$ cat src/rtl/score_pkg.sv
// ----------------------------------------------------------------------------
// score_pkg
// Shared definitions for the per-user score RAM agents: the score writer,
// the table reader (score_table_reader) and the leaderboard/display logic.
//   NUM_USERS_DEF   : default number of score slots scanned
//   DATA_W_DEF      : default score width
//   USER_W          : width of a user ID (up to 8 users)
//   CNT_W           : width of a played-user count (0..8)
//   SCORE_BASE_ADDR : RAM address of user 0's score slot
//   state_t         : table reader FSM states
// ----------------------------------------------------------------------------
package score_pkg;

   localparam int NUM_USERS_DEF   = 6;
   localparam int DATA_W_DEF      = 8;
   localparam int USER_W          = 3;
   localparam int CNT_W           = 4;
   localparam int SCORE_BASE_ADDR = 0;

   typedef enum logic [2:0] {
      ST_IDLE,
      ST_REQ,
      ST_READ,
      ST_DRAIN,
      ST_DONE
   } state_t;

endpackage

$ cat src/rtl/score_table_reader_if.sv
// ----------------------------------------------------------------------------
// score_table_reader_if
// Read-only port onto the shared score RAM, through the RAM arbiter.
//   bus_req : port request (reader -> arbiter)
//   bus_gnt : port grant, may drop at any cycle (arbiter -> reader)
//   rd_addr : read address (reader -> RAM)
//   rd_data : read data, valid the cycle after rd_addr (RAM -> reader)
// master = the reading agent, slave = the arbiter/RAM side.
// ----------------------------------------------------------------------------
interface score_table_reader_if #(
   parameter int ADDR_W = 5,
   parameter int DATA_W = 8
) ();

   logic              bus_req;
   logic              bus_gnt;
   logic [ADDR_W-1:0] rd_addr;
   logic [DATA_W-1:0] rd_data;

   modport master (
      output bus_req,
      output rd_addr,
      input  bus_gnt,
      input  rd_data
   );

   modport slave (
      input  bus_req,
      input  rd_addr,
      output bus_gnt,
      output rd_data
   );

endinterface

$ cat src/rtl/score_max_tracker.sv
// ----------------------------------------------------------------------------
// score_max_tracker
// Running maximum / arg-max / nonzero count over a stream of score words.
//   clk      : clock
//   seed     : clear the running values to zero (wins over upd)
//   upd      : fold data/tag into the running values this cycle
//   data     : returned score word
//   tag      : user ID (slot address) the word belongs to
//   max_nxt  : running max including this cycle's word
//   user_nxt : user holding max_nxt
//   cnt_nxt  : nonzero-score count including this cycle's word
// The *_nxt outputs are the values the registers take at the coming edge,
// so the owner can capture the final result on the same edge as the last
// word is folded in.
// ----------------------------------------------------------------------------
module score_max_tracker
   import score_pkg::*;
#(
   parameter int DATA_W = DATA_W_DEF
) (
   input  logic              clk,
   input  logic              seed,
   input  logic              upd,
   input  logic [DATA_W-1:0] data,
   input  logic [USER_W-1:0] tag,
   output logic [DATA_W-1:0] max_nxt,
   output logic [USER_W-1:0] user_nxt,
   output logic [CNT_W-1:0]  cnt_nxt
);

   logic [DATA_W-1:0] max_q,  max_d;
   logic [USER_W-1:0] user_q, user_d;
   logic [CNT_W-1:0]  cnt_q,  cnt_d;

   always_comb begin
      max_d  = max_q;
      user_d = user_q;
      cnt_d  = cnt_q;
      if (seed) begin
         max_d  = '0;
         user_d = '0;
         cnt_d  = '0;
      end else if (upd) begin
         // Strict compare: on a tie the earlier (lower) user ID is kept.
         if (data > max_q) begin
            max_d  = data;
            user_d = tag;
         end
         if (data != '0) begin
            cnt_d = cnt_q + CNT_W'(1);
         end
      end
   end

   // Data registers only: always seeded before the first update of a scan.
   always_ff @(posedge clk) begin
      max_q  <= max_d;
      user_q <= user_d;
      cnt_q  <= cnt_d;
   end

   assign max_nxt  = max_d;
   assign user_nxt = user_d;
   assign cnt_nxt  = cnt_d;

endmodule

$ cat src/rtl/score_table_reader.sv
// ----------------------------------------------------------------------------
// score_table_reader
// On request, acquires the shared score RAM port, sweeps slots
// 0..NUM_USERS-1 in order and publishes the top score, its holder and the
// number of users with a nonzero score.
//   clk          : clock, rising edge
//   rst          : synchronous active-high reset
//   scan_req     : start a scan (sampled in IDLE only)
//   bus          : RAM read port (master side)
//   best_score   : highest score of the last completed scan
//   best_user    : user holding best_score (lowest ID on a tie)
//   played_count : number of slots with a nonzero score
//   busy         : high whenever not IDLE
//   done         : one-cycle pulse when the results update
// A grant loss during READ/DRAIN abandons the partial scan and restarts it
// from slot 0 once the grant returns; published results only change on a
// completed scan.
// ----------------------------------------------------------------------------
module score_table_reader
   import score_pkg::*;
#(
   parameter int NUM_USERS = NUM_USERS_DEF,
   parameter int ADDR_W    = 5,
   parameter int DATA_W    = DATA_W_DEF
) (
   input  logic                    clk,
   input  logic                    rst,
   input  logic                    scan_req,
   score_table_reader_if.master    bus,
   output logic [DATA_W-1:0]       best_score,
   output logic [USER_W-1:0]       best_user,
   output logic [CNT_W-1:0]        played_count,
   output logic                    busy,
   output logic                    done
);

   localparam logic [USER_W-1:0] LAST_ADDR = USER_W'(NUM_USERS - 1);

   state_t            state_q,   state_d;
   logic [USER_W-1:0] addr_q,    addr_d;
   logic              bus_req_q, bus_req_d;
   logic              busy_q,    busy_d;
   logic              done_q,    done_d;
   logic [DATA_W-1:0] best_score_q,   best_score_d;
   logic [USER_W-1:0] best_user_q,    best_user_d;
   logic [CNT_W-1:0]  played_count_q, played_count_d;
   logic              vld_p1_q,  vld_p1_d;
   logic [USER_W-1:0] tag_p1_q,  tag_p1_d;

   logic [DATA_W-1:0] max_nxt;
   logic [USER_W-1:0] user_nxt;
   logic [CNT_W-1:0]  cnt_nxt;

   always_comb begin
      state_d        = state_q;
      addr_d         = addr_q;
      vld_p1_d       = 1'b0;
      tag_p1_d       = addr_q;
      best_score_d   = best_score_q;
      best_user_d    = best_user_q;
      played_count_d = played_count_q;
      case (state_q)
         ST_IDLE: begin
            addr_d = '0;
            if (scan_req) state_d = ST_REQ;
         end
         ST_REQ: begin
            addr_d = '0;
            if (bus.bus_gnt) state_d = ST_READ;
         end
         ST_READ: begin
            if (!bus.bus_gnt) begin
               // Address issued this cycle was not granted: abandon the scan.
               state_d = ST_REQ;
               addr_d  = '0;
            end else begin
               vld_p1_d = 1'b1;
               if (addr_q == LAST_ADDR) begin
                  state_d = ST_DRAIN;
                  addr_d  = '0;
               end else begin
                  addr_d = addr_q + USER_W'(1);
               end
            end
         end
         ST_DRAIN: begin
            if (!bus.bus_gnt) begin
               state_d = ST_REQ;
            end else begin
               // The last word is folded in on this edge; publish the result.
               state_d        = ST_DONE;
               best_score_d   = max_nxt;
               best_user_d    = user_nxt;
               played_count_d = cnt_nxt;
            end
         end
         ST_DONE: begin
            state_d = ST_IDLE;
         end
         default: begin
            state_d = ST_IDLE;
            addr_d  = '0;
         end
      endcase
      bus_req_d = (state_d == ST_REQ) || (state_d == ST_READ) || (state_d == ST_DRAIN);
      busy_d    = (state_d != ST_IDLE);
      done_d    = (state_d == ST_DONE);
   end

   always_ff @(posedge clk) begin
      if (rst) begin
         state_q        <= ST_IDLE;
         addr_q         <= '0;
         bus_req_q      <= 1'b0;
         busy_q         <= 1'b0;
         done_q         <= 1'b0;
         vld_p1_q       <= 1'b0;
         best_score_q   <= '0;
         best_user_q    <= '0;
         played_count_q <= '0;
      end else begin
         state_q        <= state_d;
         addr_q         <= addr_d;
         bus_req_q      <= bus_req_d;
         busy_q         <= busy_d;
         done_q         <= done_d;
         vld_p1_q       <= vld_p1_d;
         best_score_q   <= best_score_d;
         best_user_q    <= best_user_d;
         played_count_q <= played_count_d;
      end
   end

   // Stage p0 -> p1: address tag travels with its valid to meet rd_data.
   always_ff @(posedge clk) begin
      tag_p1_q <= tag_p1_d;
   end

   // Seeded every REQ cycle, so the running values are zero on READ entry
   // and any partial scan abandoned by a grant drop is discarded.
   score_max_tracker #(
      .DATA_W (DATA_W)
   ) u_tracker (
      .clk      (clk),
      .seed     (state_q == ST_REQ),
      .upd      (vld_p1_q),
      .data     (bus.rd_data),
      .tag      (tag_p1_q),
      .max_nxt  (max_nxt),
      .user_nxt (user_nxt),
      .cnt_nxt  (cnt_nxt)
   );

   assign bus.bus_req  = bus_req_q;
   assign bus.rd_addr  = ADDR_W'(SCORE_BASE_ADDR) + ADDR_W'(addr_q);
   assign best_score   = best_score_q;
   assign best_user    = best_user_q;
   assign played_count = played_count_q;
   assign busy         = busy_q;
   assign done         = done_q;

endmodule

$ cat src/flat_wrapper.sv
// flat-port wrapper written by rule: the top's interface ports become plain ports
module score_table_reader_flat import score_pkg::*;
#(
   parameter int NUM_USERS = NUM_USERS_DEF,
   parameter int ADDR_W    = 5,
   parameter int DATA_W    = DATA_W_DEF
)
  (clk, rst, scan_req, best_score, best_user, played_count, busy, done, bus_bus_req, bus_rd_addr, bus_bus_gnt, bus_rd_data);
  score_table_reader_if #(.ADDR_W(ADDR_W), .DATA_W(DATA_W)) bus_i ();
  input  logic clk;
  input  logic rst;
  input  logic scan_req;
  output logic [DATA_W-1:0] best_score;
  output logic [USER_W-1:0] best_user;
  output logic [CNT_W-1:0] played_count;
  output logic busy;
  output logic done;
  output wire logic [$bits(bus_i.bus_req)-1:0] bus_bus_req;
  output wire logic [$bits(bus_i.rd_addr)-1:0] bus_rd_addr;
  input wire logic [$bits(bus_i.bus_gnt)-1:0] bus_bus_gnt;
  input wire logic [$bits(bus_i.rd_data)-1:0] bus_rd_data;
  assign bus_bus_req = bus_i.bus_req;
  assign bus_rd_addr = bus_i.rd_addr;
  assign bus_i.bus_gnt = bus_bus_gnt;
  assign bus_i.rd_data = bus_rd_data;
  score_table_reader #(.NUM_USERS(NUM_USERS), .ADDR_W(ADDR_W), .DATA_W(DATA_W)) u_core (.clk(clk), .rst(rst), .scan_req(scan_req), .bus(bus_i), .best_score(best_score), .best_user(best_user), .played_count(played_count), .busy(busy), .done(done));
endmodule
$ cat config.mk
export PLATFORM = sky130hd
export DESIGN_NAME = score_table_reader_flat
export DESIGN_NICKNAME = d
export VERILOG_FILES = /design/src/rtl/score_pkg.sv /design/src/rtl/score_table_reader_if.sv /design/src/rtl/score_max_tracker.sv /design/src/rtl/score_table_reader.sv /design/src/flat_wrapper.sv
export SDC_FILE = /design/constraint.sdc
export NUM_CORES = 1
export LEC_CHECK = 0
export BUFFER_PORTS_ARGS = -buffer_cell sky130_fd_sc_hd__clkbuf_2
export CORE_MARGIN = 3
export CORE_UTILIZATION = 60
export CTS_BUF_LIST = sky130_fd_sc_hd__clkbuf_2 sky130_fd_sc_hd__clkbuf_4 sky130_fd_sc_hd__clkbuf_8
export CTS_CLUSTER_DIAMETER = 30
export DETAILED_ROUTE_END_ITERATION = 8
export PLACE_DENSITY = 0.88
export SYNTH_ARGS = -nofsm -noshare
export SYNTH_HDL_FRONTEND = slang
export SYNTH_SLANG_ARGS = --single-unit
$ cat constraint.sdc
create_clock -name clk -period 3.5 [get_ports clk]
set_clock_uncertainty 0.05 [all_clocks]
set_input_delay 0.525 -clock clk [delete_from_list [all_inputs] [get_ports clk]]
set_output_delay 0.525 -clock clk [all_outputs]
set_load 0.005 [all_outputs]
==> results of run 1 <==
[synth_stat cells, drive strengths merged]
master | n | area, um2
dfxtp | 43 | 861
inv | 21 | 78.8
nand2 | 18 | 70.1
nor2 | 16 | 62.6
a211oi | 14 | 118
a21oi | 14 | 70.1
o21ai | 13 | 76.3
buf | 12 | 95.1
nand3 | 12 | 60.1
ha | 9 | 113
nor3 | 9 | 45.0
a221o | 8 | 80.1
and2 | 7 | 45.1
o211ai | 6 | 50.1
nand4 | 5 | 31.3
clkbuf | 3 | 11.3
nor2b | 3 | 18.8
nor3b | 3 | 27.5
xnor2 | 3 | 26.3
a22o | 2 | 17.5
and3 | 2 | 12.5
mux2i | 2 | 20.0
nand3b | 2 | 15.0
or4 | 2 | 22.5
a211o | 1 | 8.76
a21o | 1 | 7.51
a22oi | 1 | 7.51
and2b | 1 | 7.51
conb | 1 | 3.75
mux2 | 1 | 11.3
nand4b | 1 | 8.76
nor4 | 1 | 6.26
o211a | 1 | 10.0
o21a | 1 | 7.51
or2 | 1 | 6.26
xor2 | 1 | 8.76
[power by group]
group / internal (uW) / switching (uW)
Combinational: 28.1 / 47.2
Sequential: 498 / 8.21
Clock: 231 / 161
Total: 757 / 217
[kinds of logic after synthesis]
kind of cell / synth area share (%)
buf+inv: 8.73
simple gates: 20.7
mux: 1.47
compound gates: 21.4
other cells: 0.177
fa+ha+maj: 5.31
flops: 40.6
xor+xnor: 1.65
[through the flow]
| stage | utilization [%] | area [um2] | std cells | total power (uW) |
|---|---|---|---|---|
| after floorplan | - | 2120 | 242 | 570 |
| after global placement | 70.4 | 2260 | 306 | 588 |
| after detailed placement | 70.4 | 2260 | 306 | 590 |
| after CTS | 73.7 | 2360 | 314 | 978 |
| after global routing | 73.7 | 2360 | 314 | 1010 |
| final | 73.7 | 2360 | 314 | 973 |
[registers in the layout, indices dropped and copies added (netlist names)]
name	cells
u_core.tag_p1_q	3
u_core.u_tracker.cnt_q	4
u_core.done	1
u_core.addr_q	3
u_core.busy	1
u_core.u_tracker.user_q	3
u_core.best_user	3
u_core.state_q	3
u_core.u_tracker.max_q	8
u_core.played_count	4
u_core.vld_p1_q	1
u_core.bus.bus_req	1
u_core.best_score	8
[worst paths after layout]
| path | to | cells after the start |
|---|---|---|
| setup / recovery | u_core.best_score[5]$_SDFFE_PP0N_ | 7 |
| hold / removal | u_core.state_q[1]$_SDFF_PP0_ | 3 |
| setup reg to reg | u_core.best_score[5]$_SDFFE_PP0N_ | 7 |
| hold reg to reg | u_core.tag_p1_q[1]$_DFF_P_ | 0 |
[worst reg2reg max path: cells and delay by family (launching register included)]
kind,cells,cell delay (ps)
and+or+nand+nor,3,450
AOI/OAI and AO/OA,2,970
adders and majority gates,1,300
buffers and inverters,1,70
DFF,1,370
[cell type report]
type / instances / area share (%)
well taps: 44 / 2.33
multi-input cells: 163 / 45.7
clock inverters: 2 / 2.54
clock buffers: 6 / 1.91
inverters: 21 / 3.34
repair buffers: 35 / 7.74
flip-flops and latches: 43 / 36.5
[per-layer routing]
metal	routed length [um]	up-vias	GRT usage, %
met2	2180	85	39.2
met5	0	-	0
met4	85	0	10.1
met1	2070	867	30.2
li1	-	918	-
met3	399	10	4.10
==> out/results.tsv, run 1 <==
stage	metric	value	unit
route	first_pass_iters	4	
timing	worst_pin_slew	885	ps
worst_setup_path	crit_type	reg2reg	
cells_and_area	mostFrequentLayoutCell	dfxtp_1	
placed_design	portBuffers	32	
floorplanning	num_rows	20	
worst_setup_path	start_kind	flop	
route	wl	4.73	mm
worst_setup_path	path_cells	inv_1, ha_1, nand4_1, nand2_1, a211oi_4, nor3_1, a221o_1	
global_route	grt_pass1_wl	7.89	mm
timing	relSlewSlack	40.8	%
worst_setup_path	cp_slowest_cell	a211oi_4	
worst_setup_path	cp_top_family	compound AO/OA/AOI/OAI gates	
cts	insertion_delay	360	ps
floorplanning	floorplan.initialDensity	66.2	%
pwr	ir_worst_vdd	0.257	mV
route	antenna_left	0	
cells_and_area	layout-drive-gt1-share	20.0	%
route	drc	0	
job	maxCapViolCount	0	
timing	fin_ws	1180	ps
synthesis	ys_seq_elements	43	
worst_setup_path	worstPathRequired	3700	ps
cells_and_area	seqCellArea	861	um2
cts	h-tree-depth	2	
worst_setup_path	cp-startpoint	u_core.u_tracker.max_q[3]$_DFF_P_	
global_route	grt_max_degree	27	
cts	cts.clk_slew.worst_paths	130	ps
synthesis	yosysWarningCount	0	
route	routed_via_density	5.99	
worst_setup_path	arrival	2520	ps
route	drt-initial-drc-count	84	
worst_setup_path	rrSetupSlack	1180	ps
placed_design	pre_cts_ws	1020	ps
worst_setup_path	critPathBufInv	1	
cts	cts_max_path_buffers	2	
global_route	grt_pass1_vias	1723	
timing	setup_violations	0	
timing	min_period_over_period	66.1	%
cells_and_area	multi_input_area	1080	um2
timing	whs	360	ps
synthesis	synth_cell_type_count	46	
cts	hold_buffers	0	
hold_path	worstHoldStart	bus_bus_gnt	
worst_setup_path	cp_max_fo	19	
timing	hold_viol	0	
cells_and_area	diodes	0	
cells_and_area	layout.nets	290	
pwr	p_leak	0.000912	uW
cts	root_buffer	clkbuf_4	
timing	fmax	432	MHz
worst_setup_path	r2r_start	u_core.u_tracker.max_q[3]$_DFF_P_	
cts	postCtsSetupBuffers	0	
hold_path	min_path_type	in2reg	
pwr	power_density	412	nW/um2
cells_and_area	syn_to_final_growth	11.3	%
run_status	status	finished, final reports clean	
placed_design	post-dp-hpwl	3.16	mm
synthesis	syn_area_per_cell	8.80	um2
worst_setup_path	cpPeakStageDelay	680	ps
cells_and_area	mostFrequentLayoutCells	dfxtp_1 (43), clkbuf_2 (32), inv_1 (21)	
cts	cts_resized	0	
global_route	overflow	0	
cts	cts_buffers	5	
floorplanning	dieArea	4280	um2
floorplanning	core_area	3200	um2
synthesis	synth_cells	241	
cts	cts_tree	built	
timing	period_minus_slack	2320	ps
global_route	antenna_found_initial	0	
timing	setup-tns-final	0	ps
placed_design	place_congestion	0.839	
cts	clkSinkCount	43	
cells_and_area	n_fill_cell	266	
synthesis	synth_area	2120	um2
worst_setup_path	end_kind	flop	
synthesis	seq_area_frac_synth	40.6	%
timing	rsz0062_at_grt	no	
floorplanning	ios	35	
floorplanning	fp.dieW	65.5	um
route	vias	1880	
route	wl_per_cell	15.1	um
timing	drv_slew	0	
floorplanning	die_y	65.5	um
global_route	gr-usage-all-layers	23.7	%
Note: power is estimated with default switching activity, not from simulation.
==> inputs of run 2 (changes only) <==
ABC_AREA = 1   (was unset)
CORE_UTILIZATION = 52   (was 60)
PLACE_DENSITY = 0.82   (was 0.88)
clock period = 2.05 ns   (was 3.5 ns; I/O delays follow)
==> run 2 against run 1 <==
- sequential power up 73%
- clock-buffer cell count up 1
- global-route usage down 6.3 points
- cell area down 3.6%
- utilization down 9.0 points
- clock power up 46%
- critical path depth up 3
==> out/results.tsv, run 2 <==
stage	metric	value	unit
floorplanning	floorplan.initialDensity	56.7	%
pwr	power_density	714	nW/um2
global_route	overflow	0	
worst_setup_path	cpMostUsedCell	nand2_1	
cells_and_area	diodes	0	
global_route	grt_pass1_vias	1433	
worst_setup_path	cp.depth	10	
cells_and_area	n_fill_cell	327	
route	routed_via_density	4.77	
cells_and_area	mostFrequentLayoutCells	inv_1 (55), dfxtp_1 (43), nand2_1 (36)	
worst_setup_path	worstPathRequired	2230	ps
cts	cts_buffers	5	
global_route	gr-usage-all-layers	17.4	%
pwr	pwr-share-seq	53.9	%
worst_setup_path	cp_slowest_cell	dfxtp_1	
pwr	intPower	1220	uW
synthesis	synth.top_cell.area_share	43.1	%
worst_setup_path	crit_type	reg2reg	
synthesis	ys.flop_type	dfxtp_1	
synthesis	yosysWarningCount	0	
timing	rsz0062_at_grt	no	
route	wl_per_cell	11.0	um
synthesis	syn_area_per_cell	7.83	um2
synthesis	synth_cell_type_count	31	
run_status	status	finished, final reports clean	
timing	hold_viol	0	
synthesis	ys_top_cells_by_area	dfxtp_1 (43%), inv_1 (10%), nand2_1 (6.8%), ha_1 (5.6%), nand3_2 (5.0%)	
worst_setup_path	cp_max_fo	12	
route	antenna_left	0	
cts	cts_tree	built	
timing	drv_slew	0	
route	drc	0	
worst_setup_path	critPathBufInv	1	
pwr	p_leak	0.00116	uW
synthesis	yosys.area.top_type	dfxtp_1	
global_route	grt_pass1_wl	6.01	mm
cts	cts_resized	0	
placed_design	post-dp-hpwl	2.73	mm
synthesis	seq_area_frac_synth	43.1	%
cts	cts.clk_slew.worst_paths	80	ps
cts	clkSinkCount	43	
worst_setup_path	path_cells	inv_1, ha_1, nand2_1, nor2_2, nand2_1, nand2_2, nand2_2, nand2_1, nand3_2, a21oi_2	
cts	root_buffer	clkbuf_8	
floorplanning	core_area	3520	um2
job	maxCapViolCount	0	
cts	insertion_delay	290	ps
floorplanning	num_rows	21	
pwr	p_switching	408	uW
cts	postCtsSetupBuffers	0	
worst_setup_path	start_kind	flop	
worst_setup_path	r2r_start	u_core.u_tracker.max_q[7]$_DFF_P_	
hold_path	min_path_type	in2reg	
synthesis	yosysMostFrequentCell	inv_1	
pwr	ir_worst_vdd	0.570	mV
timing	period_minus_slack	1770	ps
timing	setup_violations	0	
floorplanning	dieArea	4620	um2
timing	fmax	564	MHz
worst_setup_path	worstSetupEndpoint	u_core.best_user[0]$_SDFFE_PP0N_	
cts	cts_max_path_buffers	2	
cells_and_area	utilization	64.7	%
placed_design	portBuffers	32	
global_route	antenna_found_initial	0	
worst_setup_path	cp_top_family	simple AND/OR/NAND/NOR gates	
route	vias	1597	
timing	min_period_over_period	86.5	%
pwr	comb_power_share	11.0	%
floorplanning	die_y	68.0	um
synthesis	synth_cells	255	
worst_setup_path	rrSetupSlack	280	ps
route	first_pass_iters	4	
cts	h-tree-depth	2	
cts	hold_buffers	0	
synthesis	synthArstFlopShare	0	%
worst_setup_path	r2r-end	u_core.best_user[0]$_SDFFE_PP0N_	
worst_setup_path	rr_worst_depth	10	
synthesis	synth_edf_count	0	
cells_and_area	layout-drive-gt1-share	24.2	%
cells_and_area	layout.nets	309	
worst_setup_path	arrival	1960	ps
synthesis	synth_area	2000	um2
cells_and_area	mostFrequentLayoutCell	inv_1	
route	wl	3.69	mm
worst_setup_path	cp-startpoint	u_core.u_tracker.max_q[7]$_DFF_P_	
worst_setup_path	end_kind	flop	
timing	setup-tns-final	0	ps
floorplanning	fp.dieW	68.0	um
synthesis	ys_seq_elements	43	
global_route	grt_max_degree	32	
placed_design	place_congestion	0.787	
pwr	finalPower	1630	uW
worst_setup_path	cpPeakStageDelay	310	ps
synthesis	synthTopCellsByCount	inv_1 (55), dfxtp_1 (43), nand2_1 (36), o21ai_0 (18), nand3_1 (17)	
pwr	swShare	25.1	%
pwr	clock_power_share	35.2	%
cells_and_area	syn_to_final_growth	14.0	%
route	drt-initial-drc-count	70	
floorplanning	ios	35	
==> run 2: cell count changes in the layout (fill, tap and decap cells not counted), sizes merged, moves of 8 or more <==
cell	previous run	this run
a211oi	14	1
a21oi	14	22
a221o	8	0
inv	21	55
nand2	18	38
nand3	12	27
==> run 2: cell families after synthesis <==
family / synth area share [%]
AO/OA/AOI/OAI: 14.5
XOR/XNOR: 0.439
adder cells (fa/ha/maj): 5.64
buffers and inverters: 14.0
flip-flops: 43.1
other: 0.188
AND/OR/NAND/NOR: 22.1
==> run 2: area by class of cell <==
cell class	count	area, um2	share of cell area [%]
clock buffers	7	90.1	3.96
clock inverters	1	8.76	0.385
inverters	56	210	9.23
multi-input cells	146	860	37.7
flip-flops and latches	43	861	37.8
well taps	46	57.6	2.53
repair buffers	36	190	8.35
==> run 2: through the flow <==
step                      worst slack [ps]  instance area (um2)  hold slack, ps  instances
after floorplan                        541                 2000             340        256
after global placement                 269                 2180             343        327
after detailed placement               204                 2180             343        327
after CTS                              276                 2280             231        335
after global routing                   113                 2280             267        335
final                                  276                 2280             237        335
==> run 2: power by group through the flow <==
stage,combinational [uW],sequential [uW],clock (uW)
after global placement,173,894,0
after global routing,205,879,615
after CTS,179,876,583
after detailed placement,178,896,0
after floorplan,133,894,0
final,178,876,572
==> run 2: how the worst min path moves through the flow <==
stage | startpoint | to | slack (ps) | cells after the start
finish | bus_bus_gnt | u_core.state_q[1]$_SDFF_PP0_ | 240 | 3
global placement | u_core.addr_q[1]$_SDFFE_PP0N_ | u_core.tag_p1_q[1]$_DFF_P_ | 340 | 0
CTS | bus_bus_gnt | u_core.state_q[1]$_SDFF_PP0_ | 230 | 3
global route | bus_bus_gnt | u_core.state_q[1]$_SDFF_PP0_ | 270 | 3
floorplan | u_core.addr_q[1]$_SDFFE_PP0N_ | u_core.tag_p1_q[1]$_DFF_P_ | 340 | 0
detailed placement | u_core.addr_q[1]$_SDFFE_PP0N_ | u_core.tag_p1_q[1]$_DFF_P_ | 340 | 0
==> run 2: layer usage <==
metal  GRT usage, %  part of all wire, %  up-vias
li1               -                    -      865
met1           21.4                   48      691
met2           28.5                   46       34
met3           4.60                  4.6        7
met4           7.20                  1.6        0
met5              0                    0        -
==> run 2: tightest hold or removal path, stage by stage <==
cell and delay (ps):
clkbuf_2 90, nand2_1 90, nor4_1 50
